**config.mk**
```make
export PLATFORM = sky130hd
export DESIGN_NAME = mem8x32_burst_reader
export DESIGN_NICKNAME = d
export VERILOG_FILES = /design/src/rtl/mem8x32_burst_reader_pkg.sv /design/src/rtl/mem8x32_burst_reader_rd_out_stage.sv /design/src/rtl/mem8x32_burst_reader.sv
export SDC_FILE = /design/constraint.sdc
export NUM_CORES = 1
export LEC_CHECK = 0
export BUFFER_PORTS_ARGS = -buffer_cell sky130_fd_sc_hd__clkbuf_2
export CAP_MARGIN = 40
export CORE_AREA = 2 2 118 120
export CTS_BUF_LIST = sky130_fd_sc_hd__clkbuf_16
export DETAILED_ROUTE_END_ITERATION = 7
export DIE_AREA = 0 0 120 122
export GPL_TIMING_DRIVEN = 0
export PLACE_DENSITY = 0.73
export RECOVER_POWER = 25
export SYNTH_ARGS = -nofsm -noshare
export SYNTH_HDL_FRONTEND = slang
export SYNTH_HIERARCHICAL = 1
export SYNTH_SLANG_ARGS = --single-unit
```
**constraint.sdc**
```tcl
create_clock -name clk -period 2.8 [get_ports clk]
set_clock_uncertainty 0.05 [all_clocks]
set_input_delay 0.14 -clock clk [delete_from_list [all_inputs] [get_ports clk]]
set_output_delay 0.14 -clock clk [all_outputs]
set_load 0.01 [all_outputs]
```
**src/rtl/mem8x32_burst_reader_pkg.sv**
```systemverilog
// Shared types and sizes for the 8 x 32 register-memory burst reader.
package mem8x32_pkg;

  localparam int DEPTH = 8;
  localparam int WIDTH = 32;
  localparam int AW    = $clog2(DEPTH);

  typedef logic [WIDTH-1:0] word_t;
  typedef logic [AW-1:0]    addr_t;

  typedef enum logic {
    IDLE = 1'b0,
    READ = 1'b1
  } rd_state_e;

endpackage

```
**src/rtl/mem8x32_burst_reader_rd_out_stage.sv**
```systemverilog
// Registered valid/ready output stage of the burst reader; holds the word under backpressure.
// Optional RD_PARITY_EN adds a parity bit registered alongside rd_data.
module rd_out_stage
  import mem8x32_pkg::*;
(
  input  logic  clk,
  input  logic  resetn,
  input  logic  load,
  input  logic  flush,
  input  logic  rd_ready,
  input  word_t load_data,
  input  addr_t load_addr,
  input  logic  load_last,
  output logic  rd_valid,
  output word_t rd_data,
  output addr_t rd_addr,
`ifdef RD_PARITY_EN
  output logic  rd_parity,
`endif
  output logic  rd_last
);

  always_ff @(posedge clk or negedge resetn) begin
    if (!resetn) begin
      rd_valid <= 1'b0;
      rd_data  <= '0;
      rd_addr  <= '0;
      rd_last  <= 1'b0;
`ifdef RD_PARITY_EN
      rd_parity <= 1'b0;
`endif
    end else if (flush) begin
      // data and address keep their last value on abort
      rd_valid <= 1'b0;
      rd_last  <= 1'b0;
    end else if (load) begin
      rd_valid <= 1'b1;
      rd_data  <= load_data;
      rd_addr  <= load_addr;
      rd_last  <= load_last;
`ifdef RD_PARITY_EN
      rd_parity <= ^load_data;
`endif
    end else if (rd_valid && rd_ready) begin
      rd_valid <= 1'b0;
      rd_last  <= 1'b0;
    end
  end

endmodule

```
**src/rtl/mem8x32_burst_reader.sv**
```systemverilog
// Burst read engine for the 8 x 32 register memory: wrapping address walk, valid/ready output.
// Optional RD_PARITY_EN exposes rd_parity (XOR of the registered word).
module mem8x32_burst_reader
  import mem8x32_pkg::*;
(
  input  logic  clk,
  input  logic  resetn,
  input  word_t mem_words [DEPTH],
  input  logic  req_valid,
  output logic  req_ready,
  input  addr_t req_addr,
  input  addr_t req_len,
  output logic  rd_valid,
  input  logic  rd_ready,
  output word_t rd_data,
  output addr_t rd_addr,
  output logic  rd_last,
`ifdef RD_PARITY_EN
  output logic  rd_parity,
`endif
  input  logic  rd_flush,
  output logic  busy
);

  rd_state_e state, state_nxt;
  addr_t     ptr;
  addr_t     rem;
  logic      all_loaded;
  logic      load;
  logic      last_hs;

  // flush wins over a pending load
  assign load    = (state == READ) && !all_loaded && (!rd_valid || rd_ready) && !rd_flush;
  assign last_hs = rd_valid && rd_ready && rd_last;

  always_ff @(posedge clk or negedge resetn) begin
    if (!resetn) begin
      state <= IDLE;
    end else begin
      state <= state_nxt;
    end
  end

  always_comb begin
    state_nxt = state;
    req_ready = 1'b0;
    busy      = 1'b0;
    case (state)
      IDLE: begin
        req_ready = 1'b1;
        if (req_valid) state_nxt = READ;
      end
      READ: begin
        busy = 1'b1;
        if (rd_flush || last_hs) state_nxt = IDLE;
      end
      default: state_nxt = IDLE;
    endcase
  end

  always_ff @(posedge clk or negedge resetn) begin
    if (!resetn) begin
      ptr        <= '0;
      rem        <= '0;
      all_loaded <= 1'b0;
    end else if (state == IDLE && req_valid) begin
      ptr        <= req_addr;
      rem        <= req_len;
      all_loaded <= 1'b0;
    end else if (load) begin
      // DEPTH is a power of two, so the natural AW-bit overflow is the wrap
      ptr <= ptr + addr_t'(1);
      rem <= rem - addr_t'(1);
      if (rem == '0) all_loaded <= 1'b1;
    end
  end

  rd_out_stage u_out (
    .clk       (clk),
    .resetn    (resetn),
    .load      (load),
    .flush     (rd_flush && (state == READ)),
    .rd_ready  (rd_ready),
    .load_data (mem_words[ptr]),
    .load_addr (ptr),
    .load_last (rem == '0),
    .rd_valid  (rd_valid),
    .rd_data   (rd_data),
    .rd_addr   (rd_addr),
`ifdef RD_PARITY_EN
    .rd_parity (rd_parity),
`endif
    .rd_last   (rd_last)
  );

endmodule

```
Yosys cells after proc, flatten, opt, wreduce, memory -nomap -nowiden:

Index checks and enable logic that the tools add are counted.

* add/subtract/negate cells: 2
* order comparisons: 1
* multiplexer cells: 20
* bitwise operators: 3
* reduce and logical (&&, ||, !) cells: 18

Operator list (number)
* $bmux 32 s3: 1
* $mux 32: 2
* $mux 1: 12
* $mux 3: 4
* $logic_and 1x1->1: 7
* $ge 4x4->1 const B: 1
* $not 3->4: 1
* $reduce_and 2->1: 2
* $reduce_bool 2->1: 2
* $add 3x1->3 const B: 1
* $logic_not 1->1: 3
* $logic_not 3->1: 1
* $reduce_bool 3->1: 1
* $sub 3x1->3 const B: 1
* $logic_or 1x1->1: 2
* $not 1->1: 2
* $pmux 1 s2: 1

* register bits: 45
* bits of input ports: 267
* output and inout bits: 39
* logic and storage cells: 52

Depth between registers and ports, before layout:

* depth in word-level cells: 6
* depth in mapped cells: 7

Modules after synthesis:

Netlist, hierarchy kept.

Modules (own cells, without submodules)
* mem8x32_burst_reader: instances 1, cells an instance 171, area an instance 2422.3 µm², seq. area each 200.2 µm²
* rd_out_stage: instances 1, cells an instance 84, area an instance 1550.2 µm², seq. area each 925.9 µm²

Worst setup path after synthesis:

No wires, ideal clock.

* path kind: register to register
* from: register state
* to: register u_out.rd_addr[0]
* library setup time: 0.125 ns
* arrival: 1.835 ns
* required time: 2.625 ns
* setup slack: 0.790 ns
* stages on the path, launching flop included: 8
* buffers on the path: 3
* path through: dfrtp_1 -> or3b_1 -> clkbuf_1 -> nor2_1 -> nor2b_4 -> buf_6 -> buf_12 -> mux2_4

* longest elaborated chain between the ends: 4

Ends and longest elaborated chain
* start: declaration: line mem8x32_burst_reader.sv:25 `rd_state_e state, state_nxt;`
* start signal: assignment: line mem8x32_burst_reader.sv:40 `state <= state_nxt;`
* $logic_and 1x1->1 (3 in series): line mem8x32_burst_reader.sv:33 `assign load = (state == READ) && !all_loaded && (!rd_valid || rd_ready) && !rd_flush;`
* net load: line mem8x32_burst_reader.sv:29 `logic load;`
* $reduce_and 2->1 (no source line)
* end signal: assignment: line mem8x32_burst_reader_rd_out_stage.sv:39 `rd_addr <= load_addr;`
* end: declaration: line mem8x32_burst_reader_rd_out_stage.sv:16 `output addr_t rd_addr,`

The timed path passes the listed nets, and every way through them passes these cells.
A chain may end at the register's enable or synchronous reset.

Worst setup path in the final report:

* from: register ptr[1]
* to: register u_out.rd_data[23]

* longest elaborated chain between the ends: 4

Ends and longest elaborated chain
* start: declaration: line mem8x32_burst_reader.sv:26 `addr_t ptr;`
* start signal: assignment: line mem8x32_burst_reader.sv:67 `ptr <= req_addr;`
* start signal: assignment: line mem8x32_burst_reader.sv:72 `ptr <= ptr + addr_t'(1);`
* $not 3->4 (implied by the code): line mem8x32_burst_reader.sv:84 `.load_data (mem_words[ptr]),`
* $bmux 32 s3: line mem8x32_burst_reader.sv:84
* $mux 32 (implied by the code) (2 in series): line mem8x32_burst_reader.sv:84
* end signal: assignment: line mem8x32_burst_reader_rd_out_stage.sv:38 `rd_data <= load_data;`
* end: declaration: line mem8x32_burst_reader_rd_out_stage.sv:15 `output word_t rd_data,`

Every way passes these cells. The select of a mux whose other input is x is not followed.

==> impl_metrics.csv <==
group,metric,value,unit
status,status,"complete, no violations",
floorplanning,core.rowCount,43,
finish,drive_gt1_frac,0.772,
route,route.detailed.drc,0,
sta,worstMarginPinSlew,1.16,ns
sta,rsz0062_at_grt,"false",
finish,mostFrequentLayoutCell,"clkbuf_2",
yosys,ys_seq_area_frac,0.283,
finish,n_antenna_cell,0,
setup_path,cp_top_family,"buffers and inverters",
finish,fin_nets,839,
finish,most-common-layout-cells,"290 x clkbuf_2, 60 x mux4_2, 45 x dfrtp_1",
setup_path,crit_path_max_incr_delay,0.59,ns
clock_network,cts_made_buffers,5,
setup_path,endpoint_kind,"flip-flop",
power_and_ir_drop,power.leakage,2.88,nW
power_and_ir_drop,p_total,4.58,mW
setup_path,crit_type,"flip-flop to flip-flop",
place,pre_cts_ws,0.280,ns
clock_network,cts-root-buf,"clkbuf_16",
finish,n_fill_cell,1307,
floorplanning,dieArea,14600,sq um
yosys,avgSynthCellArea,15.6,sq um
finish,multi_input_area,2620,sq um
grt,grt.busiest_layer,"met2",
clock_network,cts_tree,"done",
place,dp_hpwl,12600,microns
route,routed_wl,15100,microns
setup_path,rrSetupSlack,0.29,ns
place,dp.cells,741,
setup_path,path_cells,"buf_2 -> buf_1 -> mux4_2 -> mux2_2 -> mux2_4",
setup_path,worstSetupStartpointType,"flip-flop",
finish,final_area,5900,sq um
grt,gr-total-overflow,0,
clock_network,insertion_delay,0.29,ns
clock_network,clkSinkCount,45,
route,drt_iter0_drc,165,
sta,hold_ws,0.0220,ns
worst_hold_path,holdCritPathClass,"input pin to flip-flop",
worst_hold_path,holdPathStages,3,
sta,hold_viol_final,0,
yosys,yosysWarnings,6,
worst_hold_path,hold_path_end,"ptr[2]",
yosys,syn_inst,255,
grt,grt_pass1_wl,22600,microns
setup_path,crit_fanout,10,
place,dpl-instance-area,5740,sq um
clock_network,htreeDepth,2,
floorplanning,initial_core_util,0.294,
sta,min_period_over_period,0.896,
finish,post-route-util,0.437,
sta,max_freq,399,MHz
route,wl_per_cell,20.1,microns
clock_network,cts_resized,0,
grt,grtUsageMet2,0.382,
setup_path,critPathSlowestCell,"buf_1",
finish,instances_no_fill,750,
yosys,synth-seq-cells,45,
yosys,syn-cell-area,3970,sq um
finish,regArea,1130,sq um
power_and_ir_drop,ir_worst_vdd,0.000321,V
route,dr_total_vias,3833,
sta,setup_slack,0.292,ns
floorplanning,pin_count,306,
setup_path,r2r_start,"ptr[1]",
grt,grtUsageTotal,0.204,
finish,area_growth,48.6,%
place,gp_congestion,0.947,
grt,antenna_found_initial,0,
grt,grt_max_degree,28,
power_and_ir_drop,powerDensity,776,nW/um^2
yosys,synth_nets,525,
floorplanning,core_area,13500,sq um
setup_path,critPathRequiredTime,2.92,ns
grt,grt_pass1_vias,4258,
route,ant_nets,0,
sta,finalSetupTns,0,ns
setup_path,worst-path-buf-inv,2,
grt,grtUsageMet3,0.0379,
job,cap_violations,0,
setup_path,r2r_cells,5,
yosys,ys_types,31,
route,via_per_inst,5.11,
place,io_buffers,305,
floorplanning,die_y,122,microns
sta,final_max_slew_viol_count,0,
worst_hold_path,hp-start,"req_addr[2]",
setup_path,cp.arrival,2.63,ns
sta,slew_headroom,0.227,
setup_path,worstReg2RegEnd,"u_out/rd_data[23]",
route,drtPass1Iterations,4,
floorplanning,die-width,120,microns
clock_network,clock_path_buffers,2,
grt,gr-usage-met1,0.229,
sta,final-setup-viol-count,0,
clock_network,path_clk_slew,0.07,ns
sta,period_needed,2.51,ns
==> state kept, by name (all words and copies together) (netlist names) <==
signal / cells
all_loaded: 1
u_out/rd_last: 1
u_out/rd_addr: 3
ptr: 3
u_out/rd_valid: 1
state: 1
rem: 3
u_out/rd_data: 32
==> tightest hold or removal path, stage by stage <==
cell and delay [ns]:
clkbuf_2 0.08, nand2_1 0.04, nand3_1 0.06
==> cell usage after synthesis <==
cell type / count / area share
buf_12: 3 / 0.015
nor2b_4: 1 / 0.0035
and3_1: 1 / 0.0016
a31oi_1: 6 / 0.0094
nand2_1: 3 / 0.0028
o21ai_0: 6 / 0.0076
nor2_1: 7 / 0.0066
nor2b_1: 2 / 0.0031
nand3_1: 2 / 0.0025
mux4_1: 4 / 0.026
mux2_2: 37 / 0.10
a21oi_1: 4 / 0.0050
dlygate4sd1_1: 1 / 0.0022
nor3b_1: 1 / 0.0019
buf_1: 1 / 0.00094
buf_6: 5 / 0.014
dfrtp_1: 45 / 0.28
or3b_1: 1 / 0.0022
or4_1: 1 / 0.0019
mux2_4: 30 / 0.11
o311ai_0: 1 / 0.0022
buf_8: 1 / 0.0038
clkbuf_1: 9 / 0.0085
nand3b_1: 1 / 0.0019
ha_1: 3 / 0.0094
nand2b_1: 5 / 0.0079
inv_1: 6 / 0.0057
buf_2: 5 / 0.0063
mux4_2: 60 / 0.34
or3_1: 2 / 0.0031
a22o_1: 1 / 0.0022
==> power by group <==
group / total, mW / internal (mW) / switching [mW]
sequential: 1.13 / 0.949 / 0.177
clock: 0.680 / 0.418 / 0.262
combinational: 2.77 / 1.59 / 1.19
==> final cells by class <==
class,count,area share
sequential,45,0.191
tap,180,0.0382
buffer,25,0.0343
clock inverter,3,0.00700
timing repair buffer,307,0.261
multi-input combinational,179,0.444
clock buffer,5,0.0212
inverter,6,0.00382
==> worst max-delay path by stage <==
| stage | startpoint | endpoint | slack [ns] | depth (start not counted) |
|---|---|---|---|---|
| 2_1_floorplan | state | u_out/rd_addr[0] | 0.79 | 7 |
| 3_3_place_gp | ptr[1] | u_out/rd_data[17] | 0.28 | 5 |
| 3_5_place_dp | ptr[1] | u_out/rd_data[24] | 0.28 | 5 |
| 4_1_cts | ptr[1] | u_out/rd_data[23] | 0.27 | 5 |
| 5_1_grt | ptr[1] | u_out/rd_data[25] | 0.17 | 5 |
| 6_report | ptr[1] | u_out/rd_data[23] | 0.29 | 5 |
==> cell families after synthesis <==
group / count (synthesis) / synth area share
muxes: 131 / 0.585
DFF: 45 / 0.283
buffers and inverters: 31 / 0.0567
and+or+nand+nor: 27 / 0.0391
AOI/OAI and AO/OA: 18 / 0.0265
adders and majority gates: 3 / 0.00945
==> repair_timing <==
action / CTS / global route
endpoints found under the hold margin: 18 / 0
setup buffers: 0 / 0
hold buffers: 1 / 0
==> layer usage <==
layer	wire length, microns	vias to the layer above
li1	-	1675
met1	5410	1886
met2	8000	240
met3	1210	32
met4	439	0
met5	0	-
No activity file was read; power rests on OpenSTA's default activity.
